File: src/rtl/voice_pkg.sv
// Shared definitions for the voice-command digit path: token codes,
// controller state encoding and token classification.
package voice_pkg;

  localparam int VOICE_ID_W = 6;

  localparam int CMD_IDLE  = 0;
  localparam int CMD_START = 5;
  localparam int CMD_DONE  = 46;
  localparam int CMD_MORE  = 47;

  typedef enum logic [1:0] {
    ST_IDLE   = 2'b00,
    ST_RECORD = 2'b01,
    ST_PLAY   = 2'b10
  } seq_state_e;

  typedef enum logic [2:0] {
    TOK_NONE,
    TOK_NUM,
    TOK_IDLE,
    TOK_START,
    TOK_DONE,
    TOK_MORE
  } tok_class_e;

  function automatic tok_class_e classify(input logic [31:0] v);
    if (v == 32'(CMD_IDLE))       return TOK_IDLE;
    else if (v == 32'(CMD_START)) return TOK_START;
    else if (v == 32'(CMD_DONE))  return TOK_DONE;
    else if (v == 32'(CMD_MORE))  return TOK_MORE;
    else                          return TOK_NUM;
  endfunction

endpackage

File: src/rtl/dwell_timer.sv
// Free-running dwell window counter; tick marks the last cycle of each window.
module dwell_timer #(
  parameter int DWELL = 50_000_000
) (
  input  logic clk,
  input  logic nRESET,
  input  logic clr,
  input  logic en,
  output logic tick
);

  localparam int W = (DWELL > 1) ? $clog2(DWELL) : 1;
  localparam logic [W-1:0] LAST = W'(DWELL - 1);

  logic [W-1:0] cnt_q;

  assign tick = en && !clr && (cnt_q == LAST);

  always_ff @(posedge clk or negedge nRESET) begin
    if (!nRESET) begin
      cnt_q <= '0;
    end else if (clr) begin
      cnt_q <= '0;
    end else if (en) begin
      cnt_q <= tick ? '0 : cnt_q + W'(1);
    end
  end

endmodule

File: src/rtl/voice_digit_sequencer.sv
// Records spoken number IDs between START and DONE, then loops them to the
// 7-segment encoder, one entry per dwell window, until the next command.
module voice_digit_sequencer
  import voice_pkg::*;
#(
  parameter int DEPTH = 8,
  parameter int DWELL = 50_000_000,
  parameter int ID_W  = VOICE_ID_W
) (
  input  logic                     clk,
  input  logic                     nRESET,
  input  logic                     id_valid,
  input  logic [ID_W-1:0]          ID,
  output logic [ID_W-1:0]          disp_id,
  output logic                     disp_blank,
  output logic                     busy,
  output logic [1:0]               state,
  output logic [$clog2(DEPTH):0]   count,
  output logic                     overflow
);

  localparam int RW = $clog2(DEPTH);
  localparam int CW = RW + 1;

  // Handshake: id_valid is a single-cycle strobe, no back-pressure; ID is
  // only looked at in a cycle where id_valid is high.
  seq_state_e      st_q;
  logic [CW-1:0]   count_q;
  logic [RW-1:0]   rd_q;
  logic [ID_W-1:0] mem_q [DEPTH];
  logic [ID_W-1:0] disp_id_q;
  logic            disp_blank_q, busy_q, overflow_q;

  tok_class_e      tok;
  logic            full, wr_en, rd_last, dwell_clr, dwell_tick;
  logic [RW-1:0]   rd_next;

  assign tok       = id_valid ? classify(32'(ID)) : TOK_NONE;
  assign full      = (count_q == CW'(DEPTH));
  assign wr_en     = (st_q == ST_RECORD) && (tok == TOK_NUM) && !full;
  assign rd_last   = ({1'b0, rd_q} == count_q - CW'(1));
  assign rd_next   = rd_last ? '0 : rd_q + RW'(1);
  assign dwell_clr = (st_q != ST_PLAY);

  dwell_timer #(.DWELL(DWELL)) u_dwell (
    .clk    (clk),
    .nRESET (nRESET),
    .clr    (dwell_clr),
    .en     (1'b1),
    .tick   (dwell_tick)
  );

  // Buffer contents are don't-care after reset, so no reset term here.
  always_ff @(posedge clk) begin
    if (wr_en) mem_q[count_q[RW-1:0]] <= ID;
  end

  always_ff @(posedge clk or negedge nRESET) begin
    if (!nRESET) begin
      st_q         <= ST_IDLE;
      count_q      <= '0;
      rd_q         <= '0;
      overflow_q   <= 1'b0;
      disp_id_q    <= '0;
      disp_blank_q <= 1'b1;
      busy_q       <= 1'b0;
    end else begin
      case (st_q)
        ST_IDLE: begin
          if (tok == TOK_START) begin
            st_q       <= ST_RECORD;
            count_q    <= '0;
            rd_q       <= '0;
            overflow_q <= 1'b0;
            busy_q     <= 1'b1;
          end
        end
        ST_RECORD: begin
          case (tok)
            TOK_NUM: begin
              if (!full) count_q    <= count_q + CW'(1);
              else       overflow_q <= 1'b1;
            end
            TOK_DONE: begin
              rd_q <= '0;
              if (count_q != '0) begin
                st_q         <= ST_PLAY;
                disp_id_q    <= mem_q[0];
                disp_blank_q <= 1'b0;
              end else begin
                st_q   <= ST_IDLE;
                busy_q <= 1'b0;
              end
            end
            TOK_START: begin
              count_q    <= '0;
              overflow_q <= 1'b0;
            end
            TOK_IDLE: begin
              st_q    <= ST_IDLE;
              count_q <= '0;
              rd_q    <= '0;
              busy_q  <= 1'b0;
            end
            default: ;
          endcase
        end
        ST_PLAY: begin
          // An acting command preempts a coincident dwell expiry.
          case (tok)
            TOK_MORE: begin
              st_q         <= ST_RECORD;
              disp_id_q    <= '0;
              disp_blank_q <= 1'b1;
            end
            TOK_START: begin
              st_q         <= ST_RECORD;
              count_q      <= '0;
              rd_q         <= '0;
              overflow_q   <= 1'b0;
              disp_id_q    <= '0;
              disp_blank_q <= 1'b1;
            end
            TOK_IDLE: begin
              st_q         <= ST_IDLE;
              count_q      <= '0;
              rd_q         <= '0;
              busy_q       <= 1'b0;
              disp_id_q    <= '0;
              disp_blank_q <= 1'b1;
            end
            default: begin
              if (dwell_tick) begin
                rd_q      <= rd_next;
                disp_id_q <= mem_q[rd_next];
              end
            end
          endcase
        end
        default: st_q <= ST_IDLE;
      endcase
    end
  end

  assign disp_id    = disp_id_q;
  assign disp_blank = disp_blank_q;
  assign busy       = busy_q;
  assign state      = st_q;
  assign count      = count_q;
  assign overflow   = overflow_q;

endmodule

File: config.mk
export PLATFORM = sky130hd
export DESIGN_NAME = voice_digit_sequencer
export DESIGN_NICKNAME = d
export VERILOG_FILES = /design/src/rtl/voice_pkg.sv /design/src/rtl/dwell_timer.sv /design/src/rtl/voice_digit_sequencer.sv
export SDC_FILE = /design/constraint.sdc
export NUM_CORES = 1
export LEC_CHECK = 0
export CAP_MARGIN = 20
export CORE_ASPECT_RATIO = 0.9
export CORE_MARGIN = 2
export CORE_UTILIZATION = 45
export DETAILED_ROUTE_END_ITERATION = 8
export GPL_ROUTABILITY_DRIVEN = 0
export HOLD_SLACK_MARGIN = 0.02
export SETUP_SLACK_MARGIN = 0.5
export SLEW_MARGIN = 0
export SYNTH_ARGS = -nofsm -noshare
export SYNTH_HDL_FRONTEND = slang
export SYNTH_SLANG_ARGS = --single-unit
export TNS_END_PERCENT = 100
File: constraint.sdc
create_clock -name clk -period 5.3 [get_ports clk]
set_input_delay 1.325 -clock clk [delete_from_list [all_inputs] [get_ports clk]]
set_output_delay 1.325 -clock clk [all_outputs]
set_load 0.01 [all_outputs]
# Yosys cells after proc, flatten, opt, wreduce, memory -nomap -nowiden
# Memory sizes are Yosys's and may differ from the RTL's.
# Cells that the tools add are included.
# totals
inputBits	9
register_bits	44
out_inout_bits	15
elab_cells	111
n_memories	1
ramBits	48
# op_classes
eq_ne	32
reduce_logical	23
mux	43
n_addsub	4
# memory_table
memory	words	word_bits	rd	rd_ports_with_merged_regs	write_ports	line	source
mem_q	8	6	2	0	1	voice_digit_sequencer.sv:30	logic [ID_W-1:0] mem_q [DEPTH];
# op_table
op	n
26-bit two-way mux	2
3-bit two-way mux	9
26-bit by 1-bit adder with 26-bit output (second input constant)	1
26-bit == test (second input constant)	1
6-bit two-way mux	4
5-bit AND reduction	3
2-bit inequality test (second input constant)	7
6-bit == test (second input constant)	2
4-bit two-way mux	3
3-bit inequality test (second input constant)	4
4-bit case mux with 3 select lines	1
6-bit case mux with 2 select lines	1
4-bit AND reduction	3
1-bit two-way mux	10
3-bit by 2-bit inequality test with 1-bit output (second input constant)	3
3-bit case mux with 3 select lines	1
1-bit case mux with 2 select lines	4
2-bit case mux with 2 select lines	2
4-bit case mux with 2 select lines	1
2-bit OR reduction	4
3-bit by 2-bit == test with 1-bit output (second input constant)	2
3-bit == test (second input constant)	2
6-bit by 3-bit == test with 1-bit output (second input constant)	1
6-bit zero test	1
22 further kinds	30

# Logic depth before layout (Yosys ltp)
# Gate-level depths: netlist (run 1).
# logic_depth
word_depth	11
ltp_mapped	9

# Modules after synthesis
# From an unflattened synthesis (run 1), not the netlist that was laid out.
# hier_totals
hier_cells	458
hier_area_um2	5049.8
# modules_own_cells
mod	cells_each	area_each_um2	instances
voice_digit_sequencer	273	3402.0	1
dwell_timer	185	1647.8	1

# Worst setup path before layout (run 1)
# OpenSTA, ideal clock, no wires.
# synth_path
path_type	input to register
start	in ID[1]
end	reg count_q[3] (netlist: count[3])
path_buffers	0
setup_time_ns	0.069
path_stages	6
slack_ns	2.296
arrival_ns	2.935
path_cell_list	nor4_2 -> nand4_2 -> a211oi_2 -> o211ai_2 -> or4_1 -> nand3_1
# synth_between
elab_chain_len	10
elab_cells_between_ends	20
classes_between	eq/ne: 10; mux: 7; reduce/logical: 3
# synth_lines
item	line	source
start, declared	voice_digit_sequencer.sv:13	input logic [ID_W-1:0] ID,
6-bit == test	voice_pkg.sv:31	else if (v == 32'(CMD_MORE)) return TOK_MORE;
3-bit two-way mux	voice_pkg.sv:31	
3-bit two-way mux	voice_pkg.sv:30	else if (v == 32'(CMD_DONE)) return TOK_DONE;
3-bit two-way mux	voice_pkg.sv:29	else if (v == 32'(CMD_START)) return TOK_START;
3-bit two-way mux (*)	voice_pkg.sv:28	if (v == 32'(CMD_IDLE)) return TOK_IDLE;
3-bit two-way mux (*)	voice_digit_sequencer.sv:38	assign tok = id_valid ? classify(32'(ID)) : TOK_NONE;
3-bit by 2-bit == test with 1-bit output, on equally long branches	voice_digit_sequencer.sv:70, voice_digit_sequencer.sv:79, voice_digit_sequencer.sv:110	
2-bit OR reduction (no source line)	--	
4-bit case mux with 2 select lines, or another cell as far along	voice_digit_sequencer.sv:79	case (tok)
4-bit case mux with 3 select lines or 5-bit AND reduction (tied branches)	--	
end signal, assigned	voice_digit_sequencer.sv:81	if (!full) count_q <= count_q + CW'(1);
end, declared	voice_digit_sequencer.sv:28	logic [CW-1:0] count_q;
# Mark *: on every way between the ends. The rest lies on a longest branch, timed or not.
# A chain may end at the register's enable or synchronous reset.

# Worst setup path after layout (run 1)
# layout_path
start	in ID[2]
end	reg disp_id_q[4] (netlist: disp_id[4])
# layout_between
elab_chain_len	10
elab_cells_between_ends	19
classes_between	eq/ne: 9; mux: 7; reduce/logical: 3
# layout_lines
item	line	source
6-bit == test	voice_pkg.sv:31	
3-bit two-way mux	voice_pkg.sv:31	
3-bit two-way mux	voice_pkg.sv:30	
3-bit two-way mux	voice_pkg.sv:29	
3-bit two-way mux (*)	voice_pkg.sv:28	
3-bit two-way mux (*)	voice_digit_sequencer.sv:38	
3-bit by 2-bit == test with 1-bit output or 3-bit == test (tied branches)	voice_digit_sequencer.sv:110	case (tok)
3-bit OR reduction (no source line)	--	
3-bit by 2-bit inequality test with 1-bit output (no source line) or 6-bit two-way mux (tied branches)	--	
4-bit AND reduction (no source line) or 6-bit case mux with 2 select lines (tied branches)	--	
end signal, assigned	voice_digit_sequencer.sv:88	disp_id_q <= mem_q[0];
end signal, assigned	voice_digit_sequencer.sv:135	disp_id_q <= mem_q[rd_next];
end, declared	voice_digit_sequencer.sv:31	logic [ID_W-1:0] disp_id_q;
# Marked as above.

==> results summary, run 1 <==
The die height came out at 99.0 um. The number of nets handed over by synthesis was roughly 420. Setup repair after global routing left no endpoint under its margin. The total vias in the final route came out at between 3000 and 4000. The total number of H-tree levels came out at 3. The max-slew violation count was 0. The flow ran to the end, and the final reports show no timing, DRC or antenna violations. The worst-case vdd ir drop is 0.250 mV.

The most common cell after layout, fill and taps aside is sky130_fd_sc_hd__nor2_1. The clock latency at the later pin of the worst-skew pair is 0.37 ns. Of the total power, registers draw 0.413.

Among all stages on the critical path, the largest delay is contributed by sky130_fd_sc_hd__clkdlybuf4s50_1. The leakage power summed over all cells came out at 1.84 nW. The number of antenna violations at the first check in global routing is 0.

Clock-pin slew was measured on the worst setup and hold paths at 0.09 ns. The mean instance size in the synthesized netlist came out at 11.1 um2. The power per cell area is 420 mW/mm2. The maximum clock path buffer count is 2. In the final layout, flip-flops and latches occupy 0.00254 mm2. Of the available clock period, the critical path in the final layout requires 0.705. The layout cell share with drive strength beyond 1 came out at 0.0874. The synthesized design contains 92 register bits. The multi-input gate area in the final layout came out at 0.00186 mm2. The count of port buffers added during placement is 23. The TritonCTS sink count came out at 92.

The CTS buffer count is 9. The proportion of synthesized chip area in sequential cells is 0.564. The final total negative setup slack came out at 0 ns. TritonCTS built the clock tree. Summed over all instances, the cell type with the most area after synthesis is sky130_fd_sc_hd__edfxtp_1. After the first detailed-routing iteration, the DRC count stood at 235. The highest achievable clock rate is ~0.27 GHz. At the worst endpoint, the required time is 5.58 ns. The data arrival at the endpoint of the critical path came out at ~4 ns. Subtracting the final worst setup slack from the clock period gives 3.74 ns. The core region is 0.00970 mm2. The number of nets in the layout came out at 448. The flip-flop cell with the highest count after synthesis is sky130_fd_sc_hd__edfxtp_1. The tool flagged a number of max-cap violations equal to 0. The wire length of the first global-routing pass came out at about 16 mm. The tree is rooted in a sky130_fd_sc_hd__clkbuf_8.

The via count of the first global-routing pass was 3093. The power dissipated by switching net loads is 0.750 mW. The clock power share is 0.248. For this design, the CTS-stage hold fixing added 0 buffers.

Summed over all layers, the global routing overflow is 0. The fraction of registers with async set or reset after synthesis came out at 0.478. The internal power is 1.40 mW.

The post-CTS setup repair buffer count is 0. The worst setup path is captured at a flop. The number of nets still failing antenna checks after routing is 0.

The average wire per cell in the routed design is around 18 um. The critical path goes through clkdlybuf4s50_1 -> nand3_1 -> or2_0 -> nor3_1 -> a2bb2oi_2 -> o311ai_0 -> o21ai_0. The iteration count of the initial detailed-routing pass came out at 4. In this run the horizontal extent of the chip is 110 um. The tightest min-delay check is of the reg2reg type.

Gates resized during post-CTS repair numbered 0. The worst-margin pin slew is 0.984 ns. The maximum fanout encountered on the critical timing path came out at 13. STA classifies the critical path startpoint as a primary input.

The share of Yosys cell area claimed by the top area cell type is 0.320. The number of warnings printed during yosys synthesis is 0. Across all hold checks on the routed design, the worst slack comes to 0.492 ns. The switching power as a share of total power came out at 0.349.

Entering global routing, the biggest net connects 45 pins. The overall routed net length is 10.1 mm. The category of the most critical setup path is in2reg. The worst relative slew slack came out at 0.339. The count of filler cells inserted in the layout is slightly below 900. In the routed layout, each cell is associated on average with a via count of 5.66. The peak per-stage delay on the critical path came out at approximately 0.77 ns. The top cell types in the final layout, fill and taps aside, are sky130_fd_sc_hd__nor2_1 (54), sky130_fd_sc_hd__edfxtp_1 (48), sky130_fd_sc_hd__dfrtp_1 (43), sky130_fd_sc_hd__clkdlybuf4s50_1 (22), sky130_fd_sc_hd__o21ai_0 (21). The number of enable-type register cells in the synthesized netlist is 48. Grouping stages by cell kind, the critical path spends the most delay in simple AND/OR/NAND/NOR gates. In the global route stage, overall resource usage came out at 0.201. For this configuration, the core starts out at a cell density of 0.465. Setup violations remaining at the end of the flow were counted as 0. The number of antenna diodes in the final layout is 0.

For this run, the share of the core covered by cells in the final layout is 0.526. The half-perimeter wire length after placement came out at 7.24 mm. The area growth from synthesis to final layout came out at 13.3%. The count of buffering cells on the critical path with inverters included came out at 1. The number of different library cells in the post-synthesis netlist came out at 62.

In the routed design, unresolved DRC markers number 0. The cell area after synthesis came out at 0.00451 mm2. The count of endpoints failing hold in the final timing report is 0.

The number of cell rows came out at 34. The number of instances in the synthesized netlist is a little over 400. By area the synthesized netlist is led by sky130_fd_sc_hd__edfxtp_1 (32%), sky130_fd_sc_hd__dfrtp_1 (24%), sky130_fd_sc_hd__nor2_1 (4.5%).

The area of the die came out at 0.0108 mm2. The total I/O pin count is 24. The final worst clock skew is between 0.008 and 0.009 ns.

The combinational power share is 0.338.
state kept, by name, summed over array words and instances, names as in the netlist:
name	flops
rd_q	3
overflow	1
mem_q	48
busy	1
disp_id	6
state	2
disp_blank	1
u_dwell.cnt_q	26
count	4
cell families (layout without fill, tap and decap cells):
family	count (synthesis)	after routing	share of synthesized area
AND/OR/NAND/NOR	154	154	0.175
AO/OA/AOI/OAI	84	84	0.133
flip-flops	92	92	0.564
XOR/XNOR	29	29	0.0563
adder cells (fa/ha/maj)	9	9	0.0250
multiplexers	10	10	0.0236
buffers and inverters	27	57	0.0228
metrics by stage:
stage / worst slack, ns / total power [mW] / cell area [um2] / std cells
floorplan: 2.30 / 1.35 / 4510 / 405
global placement: 1.30 / 1.61 / 4860 / 544
detailed placement: 1.19 / 1.62 / 4860 / 544
CTS: 1.59 / 2.16 / 5090 / 560
global route: 1.30 / 2.27 / 5110 / 561
finish: 1.56 / 2.15 / 5110 / 561
path summary, 6_finish.rpt:
kind,endpoint,slack [ns],depth (start not counted),startpoint
worst max register to register,disp_id[4],2.29,8,count[0]
worst max-delay path,disp_id[4],1.56,7,ID[2]
max in group asynchronous,disp_blank,4.04,2,nRESET
min in group asynchronous,u_dwell.cnt_q[22],0.77,1,nRESET
worst min register to register,u_dwell.cnt_q[0],0.49,1,u_dwell.cnt_q[0]
worst min-delay path,u_dwell.cnt_q[0],0.49,1,u_dwell.cnt_q[0]
cell type report:
cell class | instances | share of cell area
repair buffers | 26 | 0.0510
flip-flops and latches | 92 | 0.498
multi-input cells | 286 | 0.365
clock inverters | 7 | 0.0201
well taps | 126 | 0.0309
inverters | 15 | 0.0110
clock buffers | 9 | 0.0243
cell usage after synthesis (3+ instances only):
master                      n
sky130_fd_sc_hd__nor2_1    54
sky130_fd_sc_hd__edfxtp_1  48
sky130_fd_sc_hd__dfrtp_1   43
sky130_fd_sc_hd__o21ai_0   21
sky130_fd_sc_hd__nand2_1   20
sky130_fd_sc_hd__nand3_1   17
sky130_fd_sc_hd__xor2_1    17
sky130_fd_sc_hd__inv_1     15
sky130_fd_sc_hd__a21oi_1   12
sky130_fd_sc_hd__xnor2_1   12
sky130_fd_sc_hd__clkbuf_1  11
sky130_fd_sc_hd__a32oi_1   10
sky130_fd_sc_hd__nor3_1    10
sky130_fd_sc_hd__ha_1       9
sky130_fd_sc_hd__nor2b_1    9
sky130_fd_sc_hd__nand4_1    8
sky130_fd_sc_hd__nand2b_1   7
sky130_fd_sc_hd__a31oi_1    6
sky130_fd_sc_hd__a22oi_1    5
sky130_fd_sc_hd__mux2_2     5
sky130_fd_sc_hd__mux2i_1    5
sky130_fd_sc_hd__o22ai_1    5
sky130_fd_sc_hd__and3_1     4
sky130_fd_sc_hd__or3_1      3
sky130_fd_sc_hd__or4_1      3
layer usage:
layer,routed length [um],global-route usage,part of all wire,vias to the layer above
met4,124,0.0682,0.012,0
li1,-,-,-,1541
met1,5050,0.308,0.50,1557
met2,4380,0.286,0.44,66
met3,511,0.0344,0.051,12
met5,0,0,0,-
power by group through the flow:
stage	clock network, mW	logic [mW]	registers [mW]
after floorplan	0	0.451	0.904
after global placement	0	0.711	0.902
after detailed placement	0	0.722	0.903
after CTS	0.548	0.726	0.888
after global routing	0.575	0.798	0.895
final	0.533	0.727	0.887
(Power assumes the default switching activity.)
==> inputs of run 2 (changes only) <==
--- a/config.mk
+++ b/config.mk
@@ -12,6 +12,7 @@
 export DETAILED_ROUTE_END_ITERATION = 8
 export GPL_ROUTABILITY_DRIVEN = 0
 export HOLD_SLACK_MARGIN = 0.02
+export PLACE_DENSITY = 0.65
 export SETUP_SLACK_MARGIN = 0.5
 export SLEW_MARGIN = 0
 export SYNTH_ARGS = -nofsm -noshare
==> constraint.sdc (replaced) <==
create_clock -name clk -period 3.4 [get_ports clk]
set_input_delay 0.85 -clock clk [delete_from_list [all_inputs] [get_ports clk]]
set_output_delay 0.85 -clock clk [all_outputs]
set_load 0.01 [all_outputs]
==> run 2 against run 1 <==
  * Clock power rose by 49%
  * Clock skew barely moved
  * Critical path depth unchanged
  * Combinational power grew 60%
  * Sequential power up 57%
  * Count of clock-buffer cells in the layout is 1 higher
  * Cell count is 4.1% higher
==> results summary, run 2 (synthesis gave the netlist of run 1 again) <==
The final setup violation count is 0 (unchanged). The final antenna diode count is 0 (unchanged). The switching power as a share of total power is 0.340 (-0.00986). The count of port buffers added during placement came to 23 (unchanged). The count of endpoints failing hold in the final timing report came out at 0 (unchanged). TritonCTS built the clock tree. The worst-margin pin slew was 0.819 ns (-0.165 ns). The power dissipated by switching net loads is 1.13 mW (+51%). The via count of the first global-routing pass is 3141 (+1.6%). The area growth from synthesis to final layout came out at 16.9%.

The number of standard cells in the final layout excluding fillers was 584 (+4.1%). Setup repair after global routing left no endpoint under its margin. By startpoint and endpoint, the worst setup path is classified as in2reg. The total number of H-tree levels is 3 (unchanged). The area of the die came out at 0.0108 mm2 (unchanged). The total I/O pin count came out at 24 (unchanged).

The number of cell rows is 34 (unchanged). The number of nets in the layout is 471 (+5.1%). The horizontal die dimension is 110 um (unchanged).

The flow ran to the end, and the final reports show no timing, DRC or antenna violations. The die height was 99.0 um (unchanged). The worst relative slew slack was 0.452 (+0.113). The final total negative setup slack is 0 ns (unchanged). The internal power is 2.20 mW (+58%). The max-cap violation count is 0 (unchanged).

The clock latency at the later pin of the worst-skew pair came to 0.36 ns (about the same). The initial core utilization came out at 0.465 (unchanged). The maximum fanout encountered on the critical timing path is 5 (-8). After layout, the minimum clock period comes to 2.82 ns. In this run the critical register-to-register path is launched from state[0]. The core area is 0.00970 mm2 (unchanged). The max-slew violation count came out at 0 (unchanged). The endpoint required time on the critical path came out at 3.63 ns (-1.95 ns).

The worst setup path is launched from a primary input. The pin count of the biggest net entering global routing is 45 (unchanged). The iteration count of the initial detailed-routing pass is 4 (unchanged). Leaving out fill and tap cells, the most frequent cells in the layout are sky130_fd_sc_hd__nor2_1 (54), sky130_fd_sc_hd__edfxtp_1 (48), sky130_fd_sc_hd__dfrtp_1 (43), sky130_fd_sc_hd__buf_4 (25), sky130_fd_sc_hd__clkdlybuf4s50_1 (22). The fraction of power consumed by sequential logic was 0.415 (+0.002).

The most common cell after layout, fill and taps aside is sky130_fd_sc_hd__nor2_1. The number of antenna violations at the first check in global routing came out at 0 (unchanged). The setup slack of the most critical reg-to-reg path came out at 0.86 ns (-1.43 ns). The combinational power share came to 0.347 (+0.009).

Timing would allow up to 0.354 GHz. The number of violations reported at the end of detailed-routing iteration 0 was 213 (-9.4%). The clock power share was 0.238 (-0.010). The worst setup path is captured at a flop.

The layout cell share with drive strength beyond 1 came out at 0.131 (+0.0436). The TritonCTS sink count came out at 92 (unchanged). The total vias in the final route is 3301 (+3.9%).

The CTS buffer count is 9 (unchanged). The final worst clock skew is 0.00894 ns (+0.000333 ns). The maximum clock path buffer count came out at 2 (unchanged). The final standard cell utilization of the core came out at 0.543 (+0.0168). The path class of the tightest hold or removal check is in2async.

The post-cts hold buffer count is 0 (unchanged). The number of nets still failing antenna checks after routing came out at 0 (unchanged). The leakage power summed over all cells came to 1.95 nW (+5.6%). The wire length of the first global-routing pass came to 16.3 mm (-0.71%). The clock transition at the register clock pins on the worst setup and hold paths after CTS is 0.09 ns (about the same).

The average wire per cell in the routed design came to 17.4 um (-3.2%). The total global routing track utilization came out at 0.200 (-0.000446). Tracing the worst setup path back leads to its startpoint at ID[1]. The half-perimeter wire length after placement came to 7.39 mm (+2.1%). The total power after layout came to 3.34 mW (+55%). The total global routing overflow is 0 (unchanged). The via count normalized by instance count came out at 5.65 (-0.16%).

The worst-case vdd ir drop is 0.345 mV (+38%). The total DRC errors in the routed layout came out at 0 (unchanged). The overall routed net length is 10.2 mm (+0.79%). The data arrival at the endpoint of the critical path came to 3.06 ns (-0.96 ns).

The power per cell area is 633 mW/mm2 (+51%). In this run the clock root is driven by a sky130_fd_sc_hd__clkbuf_8. The share of the cycle needed by the critical path after routing came out at 0.831. The number of placed cells counting well taps came out at 567 (+4.2%). The flip-flop count of the largest register, all copies and words added is 48 (unchanged).
## run 2: critical path: stages
cell,delay [ns]
sky130_fd_sc_hd__clkdlybuf4s50_1,0.49
sky130_fd_sc_hd__or4_1,0.62
sky130_fd_sc_hd__o22a_1,0.21
sky130_fd_sc_hd__o21a_1,0.22
sky130_fd_sc_hd__or2_1,0.28
sky130_fd_sc_hd__o31ai_1,0.27
sky130_fd_sc_hd__o41ai_1,0.11
## run 2: worst paths after layout
check	endpoint	cells after the start
setup reg to reg	u_dwell.cnt_q[7]	7
hold / removal	u_dwell.cnt_q[15]	1
hold reg to reg	u_dwell.cnt_q[0]	1
setup / recovery	busy	7
min in group clk	u_dwell.cnt_q[0]	1
max in group asynchronous	disp_blank	2
## run 2: power by group through the flow
stage	combinational (mW)	clock, mW	sequential [mW]
detailed placement	1.14	0	1.41
floorplan	0.703	0	1.41
global route	1.27	0.852	1.40
finish	1.16	0.794	1.39
global placement	1.13	0	1.41
CTS	1.15	0.806	1.39
## run 2: area by class of cell
| cell class | instances | area (um2) |
|---|---|---|
| inverters | 15 | 56.3 |
| clock buffers | 10 | 128 |
| clock inverters | 6 | 88.8 |
| well taps | 126 | 158 |
| multi-input cells | 286 | 1860 |
| repair buffers | 49 | 433 |
| fillers | 848 | 4430 |
| flip-flops and latches | 92 | 2540 |
## run 2: through the flow
step                      area (um2)  hold WS (ns)  worst slack, ns
final                           5270         0.311            0.576
after global routing            5270         0.306            0.513
after CTS                       5250         0.494            0.585
after detailed placement        5030         0.481            0.239
after global placement          5030         0.471            0.254
after floorplan                 4510         0.448            0.871
## run 2: timing repair
action / CTS / global route
setup buffers: 0 / 0
endpoints found under the setup margin: 0 / 16
gates resized for setup: 0 / 1
## run 2: metal layers
| layer | share of wire | global-route usage |
|---|---|---|
| met4 | 0.0092 | 0.0565 |
| met5 | 0 | 0 |
| met3 | 0.065 | 0.0344 |
| met2 | 0.45 | 0.300 |
| met1 | 0.47 | 0.300 |
